===== config.mk =====
export PLATFORM = sky130hd
export DESIGN_NAME = lock_cfg_writer_flat
export DESIGN_NICKNAME = d
export VERILOG_FILES = /design/src/rtl/lock_cfg_writer_if.sv /design/src/rtl/lock_cfg_writer.sv /design/src/flat_wrapper.sv
export SDC_FILE = /design/constraint.sdc
export NUM_CORES = 1
export LEC_CHECK = 0
export ABC_AREA = 1
export CAP_MARGIN = 20
export CORE_UTILIZATION = 45
export DETAILED_ROUTE_END_ITERATION = 16
export GPL_TIMING_DRIVEN = 0
export HOLD_SLACK_MARGIN = 0.02
export PLACE_DENSITY = 0.83
export SLEW_MARGIN = 20
export SYNTH_ARGS = -nofsm -noshare
export SYNTH_HDL_FRONTEND = slang
export SYNTH_SLANG_ARGS = --single-unit

===== constraint.sdc =====
create_clock -name clk -period 2.2 [get_ports clk]
set_clock_uncertainty 0.05 [all_clocks]
set_input_delay 0.33 -clock clk [delete_from_list [all_inputs] [get_ports clk]]
set_output_delay 0.33 -clock clk [all_outputs]
set_load 0.02 [all_outputs]

===== src/rtl/lock_cfg_writer_if.sv =====
// Bundle between a config source, the writer and the lockable register.
// Carries the entry handshake, the register write/lock port and status.
interface lock_cfg_writer_if #(
   parameter int DATA_W = 8
);
   logic              cfg_valid;
   logic [DATA_W-1:0] cfg_data;
   logic              cfg_lock;
   logic              cfg_ready;
   logic              err_clr;
   logic              reg_wr_en;
   logic [DATA_W-1:0] reg_data;
   logic              reg_lock_en;
   logic [DATA_W-1:0] reg_rdata;
   logic              busy;
   logic              locked;
   logic              error;
   logic [1:0]        retry_cnt;

   modport master (
      output cfg_valid, cfg_data, cfg_lock, err_clr, reg_rdata,
      input  cfg_ready, reg_wr_en, reg_data, reg_lock_en,
      input  busy, locked, error, retry_cnt
   );

   modport slave (
      input  cfg_valid, cfg_data, cfg_lock, err_clr, reg_rdata,
      output cfg_ready, reg_wr_en, reg_data, reg_lock_en,
      output busy, locked, error, retry_cnt
   );
endinterface


===== src/rtl/lock_cfg_writer.sv =====
// Writes one config entry to a lockable register, verifies it by readback,
// retries on mismatch and optionally locks the register afterwards.
// Ports: clk, rst_n (async, active-high), bus (slave side of
// lock_cfg_writer_if: cfg handshake, err_clr, register port, status).
module lock_cfg_writer #(
   parameter int DATA_W      = 8,
   parameter int VERIFY_WAIT = 2,
   parameter int MAX_RETRY   = 3
) (
   input logic              clk,
   input logic              rst_n,
   lock_cfg_writer_if.slave bus
);

   localparam int WCW = (VERIFY_WAIT > 1) ? $clog2(VERIFY_WAIT) : 1;
   localparam logic [WCW-1:0] W_LOAD = WCW'(VERIFY_WAIT - 1);
   localparam logic [1:0] MAX_R = 2'(MAX_RETRY);

   typedef enum logic [2:0] {
      S_IDLE,
      S_WRITE,
      S_WAIT,
      S_LOCK,
      S_LOCKED,
      S_ERROR
   } state_t;

   state_t            state_q, state_d;
   logic [DATA_W-1:0] data_q, data_d;
   logic              lock_q, lock_d;
   logic [1:0]        retry_q, retry_d;
   logic [WCW-1:0]    wcnt_q, wcnt_d;

   always_ff @(posedge clk or posedge rst_n) begin
      if (rst_n) begin
         state_q <= S_IDLE;
         data_q  <= '0;
         lock_q  <= 1'b0;
         retry_q <= '0;
         wcnt_q  <= '0;
      end else begin
         state_q <= state_d;
         data_q  <= data_d;
         lock_q  <= lock_d;
         retry_q <= retry_d;
         wcnt_q  <= wcnt_d;
      end
   end

   always_comb begin
      state_d = state_q;
      data_d  = data_q;
      lock_d  = lock_q;
      retry_d = retry_q;
      wcnt_d  = wcnt_q;
      unique case (state_q)
         S_IDLE: begin
            if (bus.cfg_valid) begin
               data_d  = bus.cfg_data;
               lock_d  = bus.cfg_lock;
               retry_d = '0;
               state_d = S_WRITE;
            end
         end
         S_WRITE: begin
            wcnt_d  = W_LOAD;
            state_d = S_WAIT;
         end
         S_WAIT: begin
            // Readback is only trusted in the final wait cycle.
            if (wcnt_q != '0) begin
               wcnt_d = wcnt_q - 1'b1;
            end else if (bus.reg_rdata == data_q) begin
               state_d = lock_q ? S_LOCK : S_IDLE;
            end else if (retry_q < MAX_R) begin
               retry_d = retry_q + 1'b1;
               state_d = S_WRITE;
            end else begin
               state_d = S_ERROR;
            end
         end
         S_LOCK:   state_d = S_LOCKED;
         S_LOCKED: state_d = S_LOCKED;
         S_ERROR: begin
            // cfg_ready is low here, so a pending entry waits for IDLE.
            if (bus.err_clr) state_d = S_IDLE;
         end
         default:  state_d = S_IDLE;
      endcase
   end

   // Outputs decode state or registers only; no input reaches an output.
   assign bus.cfg_ready   = (state_q == S_IDLE);
   assign bus.reg_wr_en   = (state_q == S_WRITE);
   assign bus.reg_data    = data_q;
   assign bus.reg_lock_en = (state_q == S_LOCK) || (state_q == S_LOCKED);
   assign bus.busy        = (state_q == S_WRITE) || (state_q == S_WAIT) ||
                            (state_q == S_LOCK);
   assign bus.locked      = (state_q == S_LOCKED);
   assign bus.error       = (state_q == S_ERROR);
   assign bus.retry_cnt   = retry_q;

endmodule


===== src/flat_wrapper.sv =====
// flat-port wrapper written by rule: the top's interface ports become plain ports
module lock_cfg_writer_flat 
#(
   parameter int DATA_W      = 8,
   parameter int VERIFY_WAIT = 2,
   parameter int MAX_RETRY   = 3
)
  (clk, rst_n, bus_cfg_valid, bus_cfg_data, bus_cfg_lock, bus_err_clr, bus_reg_rdata, bus_cfg_ready, bus_reg_wr_en, bus_reg_data, bus_reg_lock_en, bus_busy, bus_locked, bus_error, bus_retry_cnt);
  lock_cfg_writer_if #(.DATA_W(DATA_W)) bus_i ();
  input logic clk;
  input logic rst_n;
  input wire logic [$bits(bus_i.cfg_valid)-1:0] bus_cfg_valid;
  input wire logic [$bits(bus_i.cfg_data)-1:0] bus_cfg_data;
  input wire logic [$bits(bus_i.cfg_lock)-1:0] bus_cfg_lock;
  input wire logic [$bits(bus_i.err_clr)-1:0] bus_err_clr;
  input wire logic [$bits(bus_i.reg_rdata)-1:0] bus_reg_rdata;
  output wire logic [$bits(bus_i.cfg_ready)-1:0] bus_cfg_ready;
  output wire logic [$bits(bus_i.reg_wr_en)-1:0] bus_reg_wr_en;
  output wire logic [$bits(bus_i.reg_data)-1:0] bus_reg_data;
  output wire logic [$bits(bus_i.reg_lock_en)-1:0] bus_reg_lock_en;
  output wire logic [$bits(bus_i.busy)-1:0] bus_busy;
  output wire logic [$bits(bus_i.locked)-1:0] bus_locked;
  output wire logic [$bits(bus_i.error)-1:0] bus_error;
  output wire logic [$bits(bus_i.retry_cnt)-1:0] bus_retry_cnt;
  assign bus_i.cfg_valid = bus_cfg_valid;
  assign bus_i.cfg_data = bus_cfg_data;
  assign bus_i.cfg_lock = bus_cfg_lock;
  assign bus_i.err_clr = bus_err_clr;
  assign bus_i.reg_rdata = bus_reg_rdata;
  assign bus_cfg_ready = bus_i.cfg_ready;
  assign bus_reg_wr_en = bus_i.reg_wr_en;
  assign bus_reg_data = bus_i.reg_data;
  assign bus_reg_lock_en = bus_i.reg_lock_en;
  assign bus_busy = bus_i.busy;
  assign bus_locked = bus_i.locked;
  assign bus_error = bus_i.error;
  assign bus_retry_cnt = bus_i.retry_cnt;
  lock_cfg_writer #(.DATA_W(DATA_W), .VERIFY_WAIT(VERIFY_WAIT), .MAX_RETRY(MAX_RETRY)) u_core (.clk(clk), .rst_n(rst_n), .bus(bus_i));
endmodule

==> impl_metrics.tcl <==
set metrics [dict create \
    crit_path_top_delay_cell "clkdlybuf4s50_1" \
    yosysTopAreaCell "dfrtp_1" \
    worstReg2RegEnd "u_core.lock_q" \
    antenna_found_initial 0 \
    grt_pass1_vias 805 \
    clock-sinks 15 \
    io_buffers 36 \
    p_sw_frac 0.4550 \
    fin_setup_tns_ps 0 \
    track_usage 0.2120 \
    async_reset_ff_frac 1.000 \
    hpwl_um 1651 \
    coreArea_sq_um 1802 \
    setup_viol 0 \
    clkPwrFrac 0.094 \
    max_slew_margin 0.6199 \
    ctsRootBufferMaster "clkbuf_4" \
    crit_buf_inv 2 \
    globalplace.congestion 0.7554 \
    wire_per_inst_um 10.70 \
    ios 37 \
    htree_levels 1 \
    drcViolationCount 0 \
    drt_iter0_markers 4 \
    cts_tree "done" \
    netlist_instances 118 \
    cts.path.max_buffers 2 \
    drv_cap 0 \
    overflow 0 \
    reg2reg_from "u_core.state_q[0]" \
    finalCritPeriodShare 0.9549 \
    ff2ff_setup_slack_ps 710 \
    grt_max_degree 16 \
    synth.most_common_cell "nand2_1" \
    final-hold-violation-count 0 \
    placed_cell_area_sq_um 1291 \
    p_comb_frac 0.608 \
    cts_made_buffers 3 \
    cp_top_family "buffers and inverters" \
    p_int_w 0.0009192 \
    min_period_ps 2101 \
    ys_ff_latch 15 \
    cp.arrival_ps 1720 \
    cp-start-kind "flop" \
    die_area_sq_um 2182 \
    rows 15 \
    ys_seq_area_frac 0.4172 \
    syn_avg_cell_area_sq_um 7.624 \
    antenna_cells 0 \
    via_per_inst 4.628 \
    area_growth_pct 46.45 \
    drt_pre_antenna_iters 4 \
    p_leak_nw 0.6534 \
    fmax_mhz 476.0 \
    max_stage_delay_ps 620 \
    netlist-cell-type-count 23 \
    vias 847 \
    final_cell_area_sq_um 1318 \
    critPathCaptureType "primary output" \
    cp_cell_sequence "inv_1 > nand2_4 > nor2_4 > clkdlybuf4s50_1" \
    path_clk_slew_ps 90 \
    ys_top_cells_by_count "nand2_1, inv_1, dfrtp_1" \
    worst-setup-path-type "reg2out" \
    die_width_um 46.71 \
    die_y_um 46.71 \
    synth_nets 140 \
    hp-class "in2async" \
    reg2reg_depth 7 \
    worst_pin_slew_ps 569.6 \
    synth_flop_cell "dfrtp_1" \
    crit_required_ps 1820 \
    grt_pass1_wl_um 3174 \
    cp_max_fo 4 \
    layout.nets 181 \
    synth_warnings 0 \
    powerDensity_nw_per_um2 1280 \
    total_power_w 0.001687 \
    ir_drop_mv 0.6937 \
    rsz0062_at_grt "no" \
    initial_core_util 0.4993 \
    p_sw_w 0.0007674 \
    clk_latency_ps 280 \
    final_util 0.7313 \
    synth_top_area_share 0.4172 \
    totalWireLength_um 1958 \
    seqPwrFrac 0.298 \
    holdWs_ps 376.2 \
    synth-edff-count 0 \
    drv_slew 0 \
    syn_area_sq_um 899.6 \
    postRouteAntennaNets 0 \
    drive_gt1_frac 0.1203 \
    outcome "completed" \
    synth_area_leaders "dfrtp_1, nand2_1, inv_1" \
]
per-stage QoR:
| stage | setup slack (ps) | std cells |
|---|---|---|
| after floorplan | 627.9 | 118 |
| after global placement | 297.4 | 179 |
| after detailed placement | 259.3 | 179 |
| after CTS | 85.11 | 183 |
| after global routing | 3.586 | 183 |
| final | 99.12 | 183 |
power by group through the flow:
stage | clock, W | combinational, W | sequential [W]
4_1_cts | 0.000163 | 0.00104 | 0.000502
5_1_grt | 0.000172 | 0.00112 | 0.000520
2_1_floorplan | 0 | 0.000556 | 0.000591
6_report | 0.000159 | 0.00103 | 0.000502
3_5_place_dp | 0 | 0.00104 | 0.000508
3_3_place_gp | 0 | 0.00100 | 0.000503
routing by layer:
metal | GRT usage | wire length [um] | up-vias
li1 | - | - | 443
met3 | 0.05098 | 71 | 2
met1 | 0.2458 | 844 | 384
met5 | 0 | 0 | -
met2 | 0.3806 | 1030 | 18
met4 | 0.06857 | 12 | 0
placed cells by master (no fill, tap or decap), types with 2 or more instances in the layout:
cell type and instances:
a21oi_1 5, clkbuf_4 3, clkdlybuf4s50_1 35, dfrtp_1 15, inv_1 17, inv_4 2, mux2_2 3, nand2_1 36
nand2_2 3, nand3_1 4, nor2_1 14, nor2_4 2, nor3_1 2, xnor2_1 4
worst max path at each step:
stage	start	end	slack, ps	depth (start not counted)
floorplan	u_core.state_q[1]	bus_reg_lock_en	630	3
global placement	u_core.state_q[1]	bus_reg_lock_en	300	4
detailed placement	u_core.state_q[1]	bus_reg_lock_en	260	4
CTS	u_core.state_q[0]	bus_cfg_ready	90	4
global route	u_core.state_q[1]	bus_locked	4	4
finish	u_core.state_q[0]	bus_cfg_ready	100	4
worst reg2reg max path, stage by stage (launching register included):
cell     delay (ps)
dfrtp_1         400
inv_1           160
nand2_4         110
nor2_4          140
nand2_2         120
buf_2           200
nor2_1          130
a21oi_1          60
layout make-up:
class                   instances  area (sq um)
plain buffers                   1         5.005
clock buffers                   3         22.52
clock inverters                 1         5.005
fillers                       163         484.2
inverters                      20         80.08
multi-input cells              82         439.2
flip-flops and latches         15         375.4
well taps                      25         31.28
repair buffers                 36         359.1
flip-flops by register name, summed over array words and instances, names as in the netlist:
register and cells:
u_core.bus.reg_data 8, u_core.state_q 3, u_core.bus.retry_cnt 2, u_core.lock_q 1, u_core.wcnt_q 1
cell families after synthesis:
| group | after synthesis | synth area share |
|---|---|---|
| muxes | 4 | 0.05007 |
| buffers and inverters | 21 | 0.09456 |
| adders and majority gates | 1 | 0.01391 |
| and+or+nand+nor | 66 | 0.3435 |
| AOI/OAI and AO/OA | 7 | 0.04172 |
| xor gates and xnor gates | 4 | 0.03894 |
| DFF | 15 | 0.4172 |
repair_timing:
item | CTS | global route
buffers inserted | 0 | 0
setup endpoints to repair | 1 | 0
resized for setup | 1 | 0
hold buffers | 0 | 0
Power figures use the tool's default switching activity.
